===== config.mk =====
export PLATFORM = sky130hd
export DESIGN_NAME = master_start
export DESIGN_NICKNAME = d
export VERILOG_FILES = /design/src/rtl/master_start_pkg.sv /design/src/rtl/master_start_sys_time.sv /design/src/rtl/master_start.sv
export SDC_FILE = /design/constraint.sdc
export NUM_CORES = 1
export LEC_CHECK = 0
export CORE_MARGIN = 1
export CORE_UTILIZATION = 35
export CTS_BUF_LIST = sky130_fd_sc_hd__clkbuf_2
export CTS_CLUSTER_DIAMETER = 60
export DETAILED_ROUTE_END_ITERATION = 8
export PLACE_DENSITY_LB_ADDON = 0.3
export SLEW_MARGIN = 25
export SYNTH_ARGS = -nofsm -noshare
export SYNTH_HDL_FRONTEND = slang
export SYNTH_SLANG_ARGS = --single-unit

===== constraint.sdc =====
create_clock -name i_clk -period 21.8 [get_ports i_clk]
set_input_delay 3.27 -clock i_clk [delete_from_list [all_inputs] [get_ports i_clk]]
set_output_delay 3.27 -clock i_clk [all_outputs]
set_load 0.02 [all_outputs]

===== src/rtl/master_start_pkg.sv =====
// Shared types for the burst sequencer: FSM states, impulse type codes, field widths, command record.
// Latency: n/a (types and pure functions only).
// Backpressure: n/a.
package master_start_pkg;

  localparam int TIME_W = 64;
  localparam int FREQ_W = 48;
  localparam int RATE_W = 32;
  localparam int N_W    = 16;
  localparam int TYPE_W = 2;
  localparam int DUR_W  = 32;

  localparam logic [TYPE_W-1:0] TYPE_NONCOH = 2'd0;
  localparam logic [TYPE_W-1:0] TYPE_COH    = 2'd1;

  // Burst phase states sit at 4..7 so their low two bits are the phase index.
  typedef enum logic [2:0] {
    ST_IDLE       = 3'd0,
    ST_LOAD       = 3'd1,
    ST_HANDSHAKE  = 3'd2,
    ST_WAIT_START = 3'd3,
    ST_BLANK1     = 3'd4,
    ST_TI         = 3'd5,
    ST_BLANK2     = 3'd6,
    ST_TP         = 3'd7
  } state_t;

  typedef struct packed {
    logic [FREQ_W-1:0] dds_freq;
    logic [FREQ_W-1:0] delta_freq;
    logic [RATE_W-1:0] delta_rate;
    logic [TIME_W-1:0] time_start;
    logic [N_W-1:0]    n_impuls;
    logic [TYPE_W-1:0] type_impulse;
    logic [DUR_W-1:0]  ti;
    logic [DUR_W-1:0]  tp;
    logic [DUR_W-1:0]  tblank1;
    logic [DUR_W-1:0]  tblank2;
  } cmd_t;

  // Lowest phase index >= from whose duration is non-zero; 4 means none left.
  function automatic logic [2:0] first_phase(input logic [3:0] nz, input logic [2:0] from);
    logic [2:0] res;
    res = 3'd4;
    for (int i = 3; i >= 0; i--) begin
      if ((3'(i) >= from) && nz[i]) res = 3'(i);
    end
    return res;
  endfunction

  function automatic logic [DUR_W-1:0] phase_dur(input cmd_t c, input logic [1:0] ph);
    logic [DUR_W-1:0] d;
    case (ph)
      2'd0:    d = c.tblank1;
      2'd1:    d = c.ti;
      2'd2:    d = c.tblank2;
      default: d = c.tp;
    endcase
    return d;
  endfunction

  function automatic state_t phase_state(input logic [1:0] ph);
    state_t s;
    case (ph)
      2'd0:    s = ST_BLANK1;
      2'd1:    s = ST_TI;
      2'd2:    s = ST_BLANK2;
      default: s = ST_TP;
    endcase
    return s;
  endfunction

endpackage


===== src/rtl/master_start_sys_time.sv =====
// System time counter with armed preset on the synchronized rising edge of the 1 Hz mark.
// Latency: TIME loads 3 cycles after T1hz rises (2-flop sync + edge detect); OK pulses with the load.
// Backpressure: none; SYS_TIME_UPDATE is a level that arms the next edge.
module sys_time_counter
  import master_start_pkg::*;
(
  input  logic              i_clk,
  input  logic              i_reset,
  input  logic [TIME_W-1:0] i_sys_time,
  input  logic              i_sys_time_update,
  input  logic              i_t1hz,
  output logic [TIME_W-1:0] o_time,
  output logic [TIME_W-1:0] o_time_nxt,
  output logic              o_update_ok
);

  logic [1:0]        r_sync;
  logic              r_t1_prev;
  logic              r_arm;
  logic              r_ok;
  logic [TIME_W-1:0] r_time;
  logic              w_edge;
  logic              w_load;

  assign w_edge      = r_sync[1] & ~r_t1_prev;
  assign w_load      = w_edge & r_arm;
  // Value TIME holds next cycle; the sequencer compares against this so the
  // first burst cycle is exactly the one where TIME reaches TIME_START.
  assign o_time_nxt  = w_load ? i_sys_time : r_time + 64'd1;
  assign o_time      = r_time;
  assign o_update_ok = r_ok;

  // Synchronize T1hz, run the time counter, and manage the preset arm flag.
  always_ff @(posedge i_clk) begin
    if (i_reset) begin
      r_sync    <= 2'b00;
      r_t1_prev <= 1'b0;
      r_arm     <= 1'b0;
      r_ok      <= 1'b0;
      r_time    <= '0;
    end else begin
      r_sync    <= {r_sync[0], i_t1hz};
      r_t1_prev <= r_sync[1];
      r_time    <= o_time_nxt;
      r_ok      <= w_load;
      r_arm     <= w_load ? 1'b0 : (r_arm | i_sys_time_update);
    end
  end

endmodule


===== src/rtl/master_start.sv =====
// Command sequencer: latches a burst command, hands DDS words over a 4-phase REQ/ACK, then plays N impulses at TIME_START.
// Latency: REQ rises 2 cycles after WR_DATA; first burst cycle is the one where TIME >= TIME_START.
// Backpressure: REQ_COMMAND low while busy, WR_DATA ignored then; HANDSHAKE holds until ACK rises and falls.
module master_start
  import master_start_pkg::*;
(
  input  logic              i_clk,
  input  logic              i_reset,
  input  logic [TIME_W-1:0] i_sys_time,
  input  logic              i_sys_time_update,
  input  logic              i_t1hz,
  output logic [TIME_W-1:0] o_time,
  output logic              o_sys_time_update_ok,
  output logic              o_req_command,
  input  logic              i_wr_data,
  input  logic [FREQ_W-1:0] i_mem_dds_freq,
  input  logic [FREQ_W-1:0] i_mem_dds_delta_freq,
  input  logic [RATE_W-1:0] i_mem_dds_delta_rate,
  input  logic [TIME_W-1:0] i_mem_time_start,
  input  logic [N_W-1:0]    i_mem_n_impuls,
  input  logic [TYPE_W-1:0] i_mem_type_impulse,
  input  logic [DUR_W-1:0]  i_mem_interval_ti,
  input  logic [DUR_W-1:0]  i_mem_interval_tp,
  input  logic [DUR_W-1:0]  i_mem_tblank1,
  input  logic [DUR_W-1:0]  i_mem_tblank2,
  output logic [FREQ_W-1:0] o_dds_freq,
  output logic [FREQ_W-1:0] o_dds_delta_freq,
  output logic [RATE_W-1:0] o_dds_delta_rate,
  output logic              o_req,
  input  logic              i_ack,
  output logic              o_dds_start,
  output logic              o_en_iz,
  output logic              o_en_pr
);

  logic [TIME_W-1:0] w_time_nxt;
  cmd_t              w_mem_cmd;
  logic [3:0]        w_nz;
  logic [2:0]        w_ph_first;
  logic [2:0]        w_ph_rest;
  state_t            w_nxt;
  logic [DUR_W-1:0]  w_nxt_cnt;
  logic [N_W-1:0]    w_nxt_left;
  logic              w_go;
  logic [1:0]        w_go_ph;
  logic              w_nxt_burst;

  state_t            r_state;
  cmd_t              r_cmd;
  logic [N_W-1:0]    r_left;
  logic [DUR_W-1:0]  r_cnt;
  logic              r_req_command;
  logic              r_req;
  logic [FREQ_W-1:0] r_dds_freq;
  logic [FREQ_W-1:0] r_dds_delta_freq;
  logic [RATE_W-1:0] r_dds_delta_rate;
  logic              r_dds_start;
  logic              r_en_iz;
  logic              r_en_pr;

  sys_time_counter u_sys_time (
    .i_clk             (i_clk),
    .i_reset           (i_reset),
    .i_sys_time        (i_sys_time),
    .i_sys_time_update (i_sys_time_update),
    .i_t1hz            (i_t1hz),
    .o_time            (o_time),
    .o_time_nxt        (w_time_nxt),
    .o_update_ok       (o_sys_time_update_ok)
  );

  assign w_mem_cmd.dds_freq     = i_mem_dds_freq;
  assign w_mem_cmd.delta_freq   = i_mem_dds_delta_freq;
  assign w_mem_cmd.delta_rate   = i_mem_dds_delta_rate;
  assign w_mem_cmd.time_start   = i_mem_time_start;
  assign w_mem_cmd.n_impuls     = i_mem_n_impuls;
  assign w_mem_cmd.type_impulse = i_mem_type_impulse;
  assign w_mem_cmd.ti           = i_mem_interval_ti;
  assign w_mem_cmd.tp           = i_mem_interval_tp;
  assign w_mem_cmd.tblank1      = i_mem_tblank1;
  assign w_mem_cmd.tblank2      = i_mem_tblank2;

  // Zero-length phases are skipped by searching for the next non-zero one.
  assign w_nz       = {r_cmd.tp != '0, r_cmd.tblank2 != '0, r_cmd.ti != '0, r_cmd.tblank1 != '0};
  assign w_ph_first = first_phase(w_nz, 3'd0);
  assign w_ph_rest  = first_phase(w_nz, {1'b0, r_state[1:0]} + 3'd1);

  // Next-state, phase counter and remaining-impulse computation.
  always_comb begin
    w_nxt      = r_state;
    w_nxt_cnt  = r_cnt;
    w_nxt_left = r_left;
    w_go       = 1'b0;
    w_go_ph    = 2'd0;
    case (r_state)
      ST_IDLE: begin
        if (i_wr_data) w_nxt = ST_LOAD;
      end
      ST_LOAD: begin
        w_nxt = ST_HANDSHAKE;
      end
      ST_HANDSHAKE: begin
        if (!r_req && !i_ack) w_nxt = ST_WAIT_START;
      end
      ST_WAIT_START: begin
        if (w_time_nxt >= r_cmd.time_start) begin
          if ((r_cmd.n_impuls == '0) || w_ph_first[2]) begin
            w_nxt = ST_IDLE;
          end else begin
            w_go       = 1'b1;
            w_go_ph    = w_ph_first[1:0];
            w_nxt_left = r_cmd.n_impuls - 16'd1;
          end
        end
      end
      default: begin
        if (r_cnt != '0) begin
          w_nxt_cnt = r_cnt - 32'd1;
        end else if (!w_ph_rest[2]) begin
          w_go    = 1'b1;
          w_go_ph = w_ph_rest[1:0];
        end else if (r_left != '0) begin
          w_go       = 1'b1;
          w_go_ph    = w_ph_first[1:0];
          w_nxt_left = r_left - 16'd1;
        end else begin
          w_nxt = ST_IDLE;
        end
      end
    endcase
    if (w_go) begin
      w_nxt     = phase_state(w_go_ph);
      w_nxt_cnt = phase_dur(r_cmd, w_go_ph) - 32'd1;
    end
  end

  assign w_nxt_burst = (w_nxt == ST_BLANK1) || (w_nxt == ST_TI) ||
                       (w_nxt == ST_BLANK2) || (w_nxt == ST_TP);

  // Sequencer state and registered outputs, all derived from the next state.
  always_ff @(posedge i_clk) begin
    if (i_reset) begin
      r_state          <= ST_IDLE;
      r_cmd            <= '0;
      r_left           <= '0;
      r_cnt            <= '0;
      r_req_command    <= 1'b0;
      r_req            <= 1'b0;
      r_dds_freq       <= '0;
      r_dds_delta_freq <= '0;
      r_dds_delta_rate <= '0;
      r_dds_start      <= 1'b0;
      r_en_iz          <= 1'b0;
      r_en_pr          <= 1'b0;
    end else begin
      r_state       <= w_nxt;
      r_cnt         <= w_nxt_cnt;
      r_left        <= w_nxt_left;
      r_req_command <= (w_nxt == ST_IDLE);
      r_en_iz       <= (w_nxt == ST_TI);
      r_en_pr       <= (w_nxt == ST_TP);
      if ((r_state == ST_IDLE) && i_wr_data) r_cmd <= w_mem_cmd;
      if (r_state == ST_LOAD) begin
        r_dds_freq       <= r_cmd.dds_freq;
        r_dds_delta_freq <= r_cmd.delta_freq;
        r_dds_delta_rate <= r_cmd.delta_rate;
        r_req            <= 1'b1;
      end else if ((r_state == ST_HANDSHAKE) && i_ack) begin
        r_req <= 1'b0;
      end
      // Non-coherent restarts the chirp each TI; coherent holds from first TI to burst end.
      if (r_cmd.type_impulse == TYPE_NONCOH) r_dds_start <= (w_nxt == ST_TI);
      else r_dds_start <= w_nxt_burst && (r_dds_start || (w_nxt == ST_TI));
    end
  end

  assign o_req_command    = r_req_command;
  assign o_req            = r_req;
  assign o_dds_freq       = r_dds_freq;
  assign o_dds_delta_freq = r_dds_delta_freq;
  assign o_dds_delta_rate = r_dds_delta_rate;
  assign o_dds_start      = r_dds_start;
  assign o_en_iz          = r_en_iz;
  assign o_en_pr          = r_en_pr;

endmodule


### After elaboration in Yosys (flattened, before gate mapping)

Index checks and enable logic that the tools add are counted.

| storage, ports and cells | value |
|---|---|
| register bits | 591 |
| input bits | 408 |
| output and inout bits | 198 |

| cells by class | value |
|---|---|
| add/subtract/negate cells | 6 |
| magnitude comparators | 5 |
| equality and inequality tests | 13 |
| multiplexer cells | 45 |
| bitwise operators | 5 |
| reduce and logical (&&, ||, !) cells | 35 |

Operators by type and width:

| operator | number |
|---|---|
| $reduce_bool 32->1 | 5 |
| $mux 32 | 4 |
| $pmux 32 s3 | 1 |
| $mux 16 | 5 |
| $add 64x1->64 const B | 1 |
| $ge 64x64->1 | 1 |
| $mux 64 | 1 |
| $sub 32x1->32 const B | 2 |
| $mux 3 | 16 |
| $pmux 16 s2 | 1 |
| $sub 16x1->16 const B | 2 |
| $logic_not 16->1 | 1 |
| $reduce_bool 16->1 | 1 |
| $eq 3x3->1 const B | 4 |
| $pmux 3 s4 | 1 |
| $mux 2 | 5 |
| $logic_and 1x1->1 | 8 |
| $mux 1 | 8 |
| $reduce_bool 2->1 | 4 |
| $eq 3x2->1 const B | 2 |
| $ge 1x3->1 const A | 2 |
| $ge 2x3->1 const A | 2 |
| $logic_not 3->1 | 2 |
| $pmux 2 s3 | 1 |
| other kinds (19) | 29 |

### Logic depth before layout (Yosys ltp)

| logic depth | value |
|---|---|
| depth in word-level cells | 19 |
| depth in mapped cells | 32 |

### Modules after synthesis

From an unflattened synthesis, not the netlist that was laid out.

| second synthesis, totals | value |
|---|---|
| cell total of the unflattened synthesis | 3543 |
| area, all modules | 26939.6 um^2 |

Modules (own cells, without submodules):

| module | instances | cells an instance | area an instance (um^2) |
|---|---|---|---|
| master_start | 1 | 3013 | 22924.5 |
| sys_time_counter | 1 | 530 | 4015.1 |

### Worst setup path after synthesis

Ideal clock, no wire load.

| timing | value |
|---|---|
| path kind | in2reg |
| start point | input port i_sys_time[43] |
| end point | register r_cnt[26] |
| library setup time | 0.081 ns |
| data arrival time | 7.612 ns |
| required time | 21.719 ns |
| setup slack | 14.107 ns |
| stages on the path | 21 |
| path buffers | 4 |
| cells stage by stage | mux2_2 > ha_1 > nand4_1 > nor3_1 > a221o_1 > o31a_1 > or4_1 > buf_6 > o21ai_2 > nand2_2 > buf_6 > buf_6 > buf_2 > a221oi_1 > a211o_1 > ha_1 > nand2b_4 > nor3_4 > nand2_4 > or4_1 > a41oi_1 |

| between the ends | value |
|---|---|
| longest elaborated chain between the ends | 9 |

Ends and longest elaborated chain:

| element | RTL line | RTL |
|---|---|---|
| from (decl) | master_start.sv:9 | `input logic [TIME_W-1:0] i_sys_time,` |
| $mux 64 * | master_start_sys_time.sv:29 | `assign o_time_nxt = w_load ? i_sys_time : r_time + 64'd1;` |
| $ge 64x64->1 * | master_start.sv:106 | `if (w_time_nxt >= r_cmd.time_start) begin` |
| $mux 2 | master_start.sv:106 |  |
| $pmux 2 s2 | master_start.sv:95 | `case (r_state)` |
| $eq 2x2->1, or another cell as far along | master_start_pkg.sv:53 | `case (ph)` |
| $pmux 32 s3 | master_start_pkg.sv:53 |  |
| $mux 32 | master_start.sv:131 | `if (w_go) begin` |
| $sub 32x1->32 | master_start.sv:133 | `w_nxt_cnt = phase_dur(r_cmd, w_go_ph) - 32'd1;` |
| $mux 32 | master_start.sv:131 |  |
| to (signal assigned) | master_start.sv:157 | `r_cnt <= w_nxt_cnt;` |
| to (decl) | master_start.sv:51 | `logic [DUR_W-1:0] r_cnt;` |

Mark *: on every way between the ends. The rest lies on a longest branch, timed or not. The select of a mux whose other input is x is not followed.
A chain may end at the register's enable or synchronous reset.

### Final worst setup path

| timing | value |
|---|---|
| start point | register u_sys_time.r_time[22] (netlist: u_sys_time.o_time[22]) |
| end point | register r_cnt[26] |

| between the ends | value |
|---|---|
| longest elaborated chain between the ends | 10 |

Ends and longest elaborated chain:

| element | RTL line | RTL |
|---|---|---|
| from (decl) | master_start_sys_time.sv:21 | `logic [TIME_W-1:0] r_time;` |
| from (signal assigned) | master_start_sys_time.sv:44 | `r_time <= o_time_nxt;` |
| $add 64x1->64 * | master_start_sys_time.sv:29 |  |
| $mux 64 * | master_start_sys_time.sv:29 |  |
| net u_sys_time.o_time_nxt[60] | master_start_sys_time.sv:13 | `output logic [TIME_W-1:0] o_time_nxt,` |
| $ge 64x64->1 * | master_start.sv:106 |  |
| $mux 2 | master_start.sv:106 |  |
| $pmux 2 s2 | master_start.sv:95 |  |
| $eq 2x2->1, or another cell as far along | master_start_pkg.sv:53 |  |
| $pmux 32 s3 | master_start_pkg.sv:53 |  |
| $mux 32 | master_start.sv:131 |  |
| $sub 32x1->32 | master_start.sv:133 |  |
| $mux 32 | master_start.sv:131 |  |

Mark *: on every way through the listed nets, which the timed path passes. The rest lies on a longest branch. The select of a mux whose other input is x is not followed.

==> impl_metrics.env <==
export IMPL_die_x_um=277.2
export IMPL_die_area_um2=76850
export IMPL_ant_nets=0
export IMPL_final_cells=5123
export IMPL_antenna_found_initial=24
export IMPL_status="completed"
export IMPL_drt_pre_antenna_iters=6
export IMPL_synth_enable_flop_cells=0
export IMPL_powerDensity_nw_per_um2=80.47
export IMPL_worst_slew_pin_slew_ps=957.7
export IMPL_seqPwrFrac_pct=44.7
export IMPL_ctsResizeCount=0
export IMPL_initial_core_util_pct=35.49
export IMPL_path_max_fanout=23
export IMPL_p_switching_mw=1.019
export IMPL_crit_type="flip-flop to flip-flop"
export IMPL_arrival_ps=9890
export IMPL_critPathLaunchType="flip-flop"
export IMPL_avgViaCountPerCell=5.132
export IMPL_pwr_share_comb_pct=26.8
export IMPL_synthesis_area_um2=26510
export IMPL_power_mw=2.792
export IMPL_ys_ff_latch=591
export IMPL_busiest_layer="met2"
export IMPL_grt_use_met1_pct=29.57
export IMPL_drtIter0Drc=1926
export IMPL_core_rowCount=100
export IMPL_period_needed_ps=8665
export IMPL_netlist_instances=3458
export IMPL_required_ps=23020
export IMPL_final_layout_size_suffix_gt1_share_pct=8.110
export IMPL_cts_root_buf="clkbuf_2"
export IMPL_finalHoldViolations=0
export IMPL_peakVddDrop_v=0.00004135
export IMPL_hpwl_um=66880
export IMPL_io_pins=606
export IMPL_hp_class="flip-flop to flip-flop"
export IMPL_slowest_delay_ps=620
export IMPL_use_met2_pct=37.71
export IMPL_rsz0062_at_grt="no"
export IMPL_setup_viol=0
export IMPL_p_int_mw=1.773
export IMPL_fmax_mhz=115.4
export IMPL_fin_hold_ws_ps=382.2
export IMPL_yosysUniqueCellTypes=91
export IMPL_coreArea_um2=74700
export IMPL_numCtsBuffers=161
export IMPL_synth_flop_cell="dfxtp_1"
export IMPL_clkPwrFrac_pct=28.5
export IMPL_htree_levels=4
export IMPL_synth_warnings=0
export IMPL_slew_headroom_pct=36.15
export IMPL_fin_nets=4510
export IMPL_cts_clk_slew_worst_paths_ps=100
export IMPL_netSwitchingFraction_pct=36.50
export IMPL_area_delta_synth_final_pct=30.90
export IMPL_cts_buffer_depth=3
export IMPL_use_met3_pct=7.171
export IMPL_maxSlewViolCount=0
export IMPL_synthArstFlopShare_pct=0
export IMPL_post_drt_wl_per_cell_um=18.49
export IMPL_grt_usage_pct=23.75
export IMPL_period_share_pct=39.75
export IMPL_cts_tree="done"
export IMPL_grt_max_degree=256
export IMPL_place_inst=4837
export IMPL_seq_area_frac_synth_pct=44.63
export IMPL_syn_mean_instance_area_um2=7.666
export IMPL_cts_hold_buf=0
export IMPL_post_cts_buffers=0
export IMPL_grt_pass1_vias=24251
export IMPL_max_cap_viol_count=0
export IMPL_tns_ps=0
export IMPL_die_h_um=277.2
export IMPL_crit_slowest_cell="o21a_2"
export IMPL_cp_end_kind="flip-flop"
export IMPL_grt_pass1_wl_um=142300
export IMPL_io_buffers=605
export IMPL_gp_congestion=0.9487
export IMPL_fin_skew_ps=97.60
export IMPL_syn_num_nets=3933
export IMPL_wl_um=94750
export IMPL_cts_sinks=591
export IMPL_insertion_delay_ps=1360
export IMPL_overflow=0
export IMPL_vias=26291
export IMPL_drc=0
export IMPL_leakage_nw=12.94
-- sequential cells by signal (all words and copies together) (netlist names), 2 cells and up --
name,count
o_dds_delta_freq,48
u_sys_time.r_sync,2
u_sys_time.o_time,64
o_dds_delta_rate,32
r_state,3
r_cnt,32
o_dds_freq,48
r_left,16
r_cmd,338
-- area by class of cell --
type	instances	area, µm²
diodes	11	27.53
clock inverters	46	301.5
fillers	7675	40000
inverters	78	292.8
multi-input cells	2569	13510
clock buffers	225	1126
flip-flops and latches	591	11830
repair buffers	634	6400
well taps	969	1212
-- metal layers --
metal / vias to the layer above / wire [µm]
li1: 12977 / -
met1: 12052 / 39650
met2: 1022 / 43450
met3: 214 / 8050
met4: 26 / 3427
met5: - / 171
-- cells in the mapped netlist (4+ instances only) --
| master | instances | area share, % |
|---|---|---|
| a2111oi_0 | 6 | 0.20 |
| a211o_1 | 6 | 0.20 |
| a211oi_1 | 31 | 0.88 |
| a21o_1 | 10 | 0.28 |
| a21oi_1 | 593 | 11 |
| a221o_1 | 7 | 0.26 |
| a221oi_1 | 17 | 0.56 |
| a311oi_1 | 4 | 0.13 |
| a31oi_1 | 5 | 0.12 |
| a32oi_1 | 7 | 0.23 |
| and2_1 | 78 | 1.8 |
| and3_1 | 21 | 0.50 |
| and4_1 | 12 | 0.40 |
| buf_1 | 10 | 0.14 |
| buf_2 | 11 | 0.21 |
| buf_6 | 8 | 0.34 |
| clkbuf_1 | 191 | 2.7 |
| dfxtp_1 | 591 | 45 |
| ha_1 | 67 | 3.2 |
| inv_1 | 75 | 1.1 |
| mux2_2 | 14 | 0.59 |
| mux2i_1 | 28 | 1.1 |
| nand2_1 | 1045 | 15 |
| nand3_1 | 58 | 1.1 |
| nand4_1 | 33 | 0.78 |
| nor2_1 | 162 | 2.3 |
| nor2b_1 | 9 | 0.21 |
| nor3_1 | 59 | 1.1 |
| nor4_1 | 46 | 1.1 |
| o211ai_1 | 9 | 0.25 |
| o21a_1 | 6 | 0.17 |
| o21ai_0 | 52 | 0.98 |
| or2_2 | 4 | 0.094 |
| or3_1 | 12 | 0.28 |
| or4_1 | 5 | 0.14 |
| xnor2_1 | 42 | 1.4 |
| xor2_1 | 39 | 1.3 |
-- worst paths after layout --
path / start / end / slack (ps) / depth (start not counted)
setup / recovery: u_sys_time.o_time[22] / r_cnt[26] / 13130 / 29
hold / removal: r_cmd[250] / o_dds_delta_freq[8] / 380 / 2
setup reg to reg: u_sys_time.o_time[22] / r_cnt[26] / 13130 / 29
hold reg to reg: r_cmd[250] / o_dds_delta_freq[8] / 380 / 2
-- power by group through the flow --
| stage | logic (mW) | registers (mW) | clock network [mW] |
|---|---|---|---|
| 2_1_floorplan | 0.483 | 1.26 | 0 |
| 3_3_place_gp | 0.737 | 1.27 | 0 |
| 3_5_place_dp | 0.740 | 1.27 | 0 |
| 4_1_cts | 0.743 | 1.25 | 0.833 |
| 5_1_grt | 0.827 | 1.26 | 0.895 |
| 6_report | 0.749 | 1.25 | 0.796 |
-- metrics by stage --
stage / instance area [µm²] / util (%) / setup slack, ps
finish: 34700 / 46.45 / 13130
global route: 34690 / 46.44 / 12510
CTS: 34560 / 46.26 / 13190
detailed placement: 33130 / 44.35 / 12500
global placement: 33130 / 44.35 / 12590
floorplan: 26510 / - / 14110
-- worst max-delay path, delay by kind of cell, from the launching register on --
family                   cells  cell delay (ps)
AO/OA/AOI/OAI                4             1350
XOR/XNOR                     1              150
adder cells (fa/ha/maj)      1              340
buffers and inverters        3              720
flip-flops                   1              520
AND/OR/NAND/NOR             20             5490
-- cells in the final DEF, fill, tap and decap left out, types with 26 or more instances in the layout --
cell type / instances
clkbuf_2: 225
clkinv_1: 26
xnor2_1: 42
clkdlybuf4s50_1: 604
ha_1: 67
nor2_1: 162
nand3_1: 58
a211oi_1: 31
nand4_1: 33
o21ai_0: 52
nand2_1: 1044
a21oi_1: 593
mux2i_1: 28
inv_1: 74
and2_1: 78
dfxtp_1: 591
xor2_1: 39
nor4_1: 46
nor3_1: 56
-- cell families (layout without fill, tap and decap cells) --
kind of cell / Yosys count / count (layout) / share of synthesized area [%]
AO/OA/AOI/OAI: 801 / 801 / 17.35
XOR/XNOR: 81 / 81 / 2.676
adder cells (fa/ha/maj): 67 / 67 / 3.162
buffers and inverters: 298 / 983 / 4.498
flip-flops: 591 / 591 / 44.63
multiplexers: 44 / 44 / 1.737
other: 0 / 11 / 0
AND/OR/NAND/NOR: 1576 / 1576 / 25.95
Power figures use the tool's default switching activity.
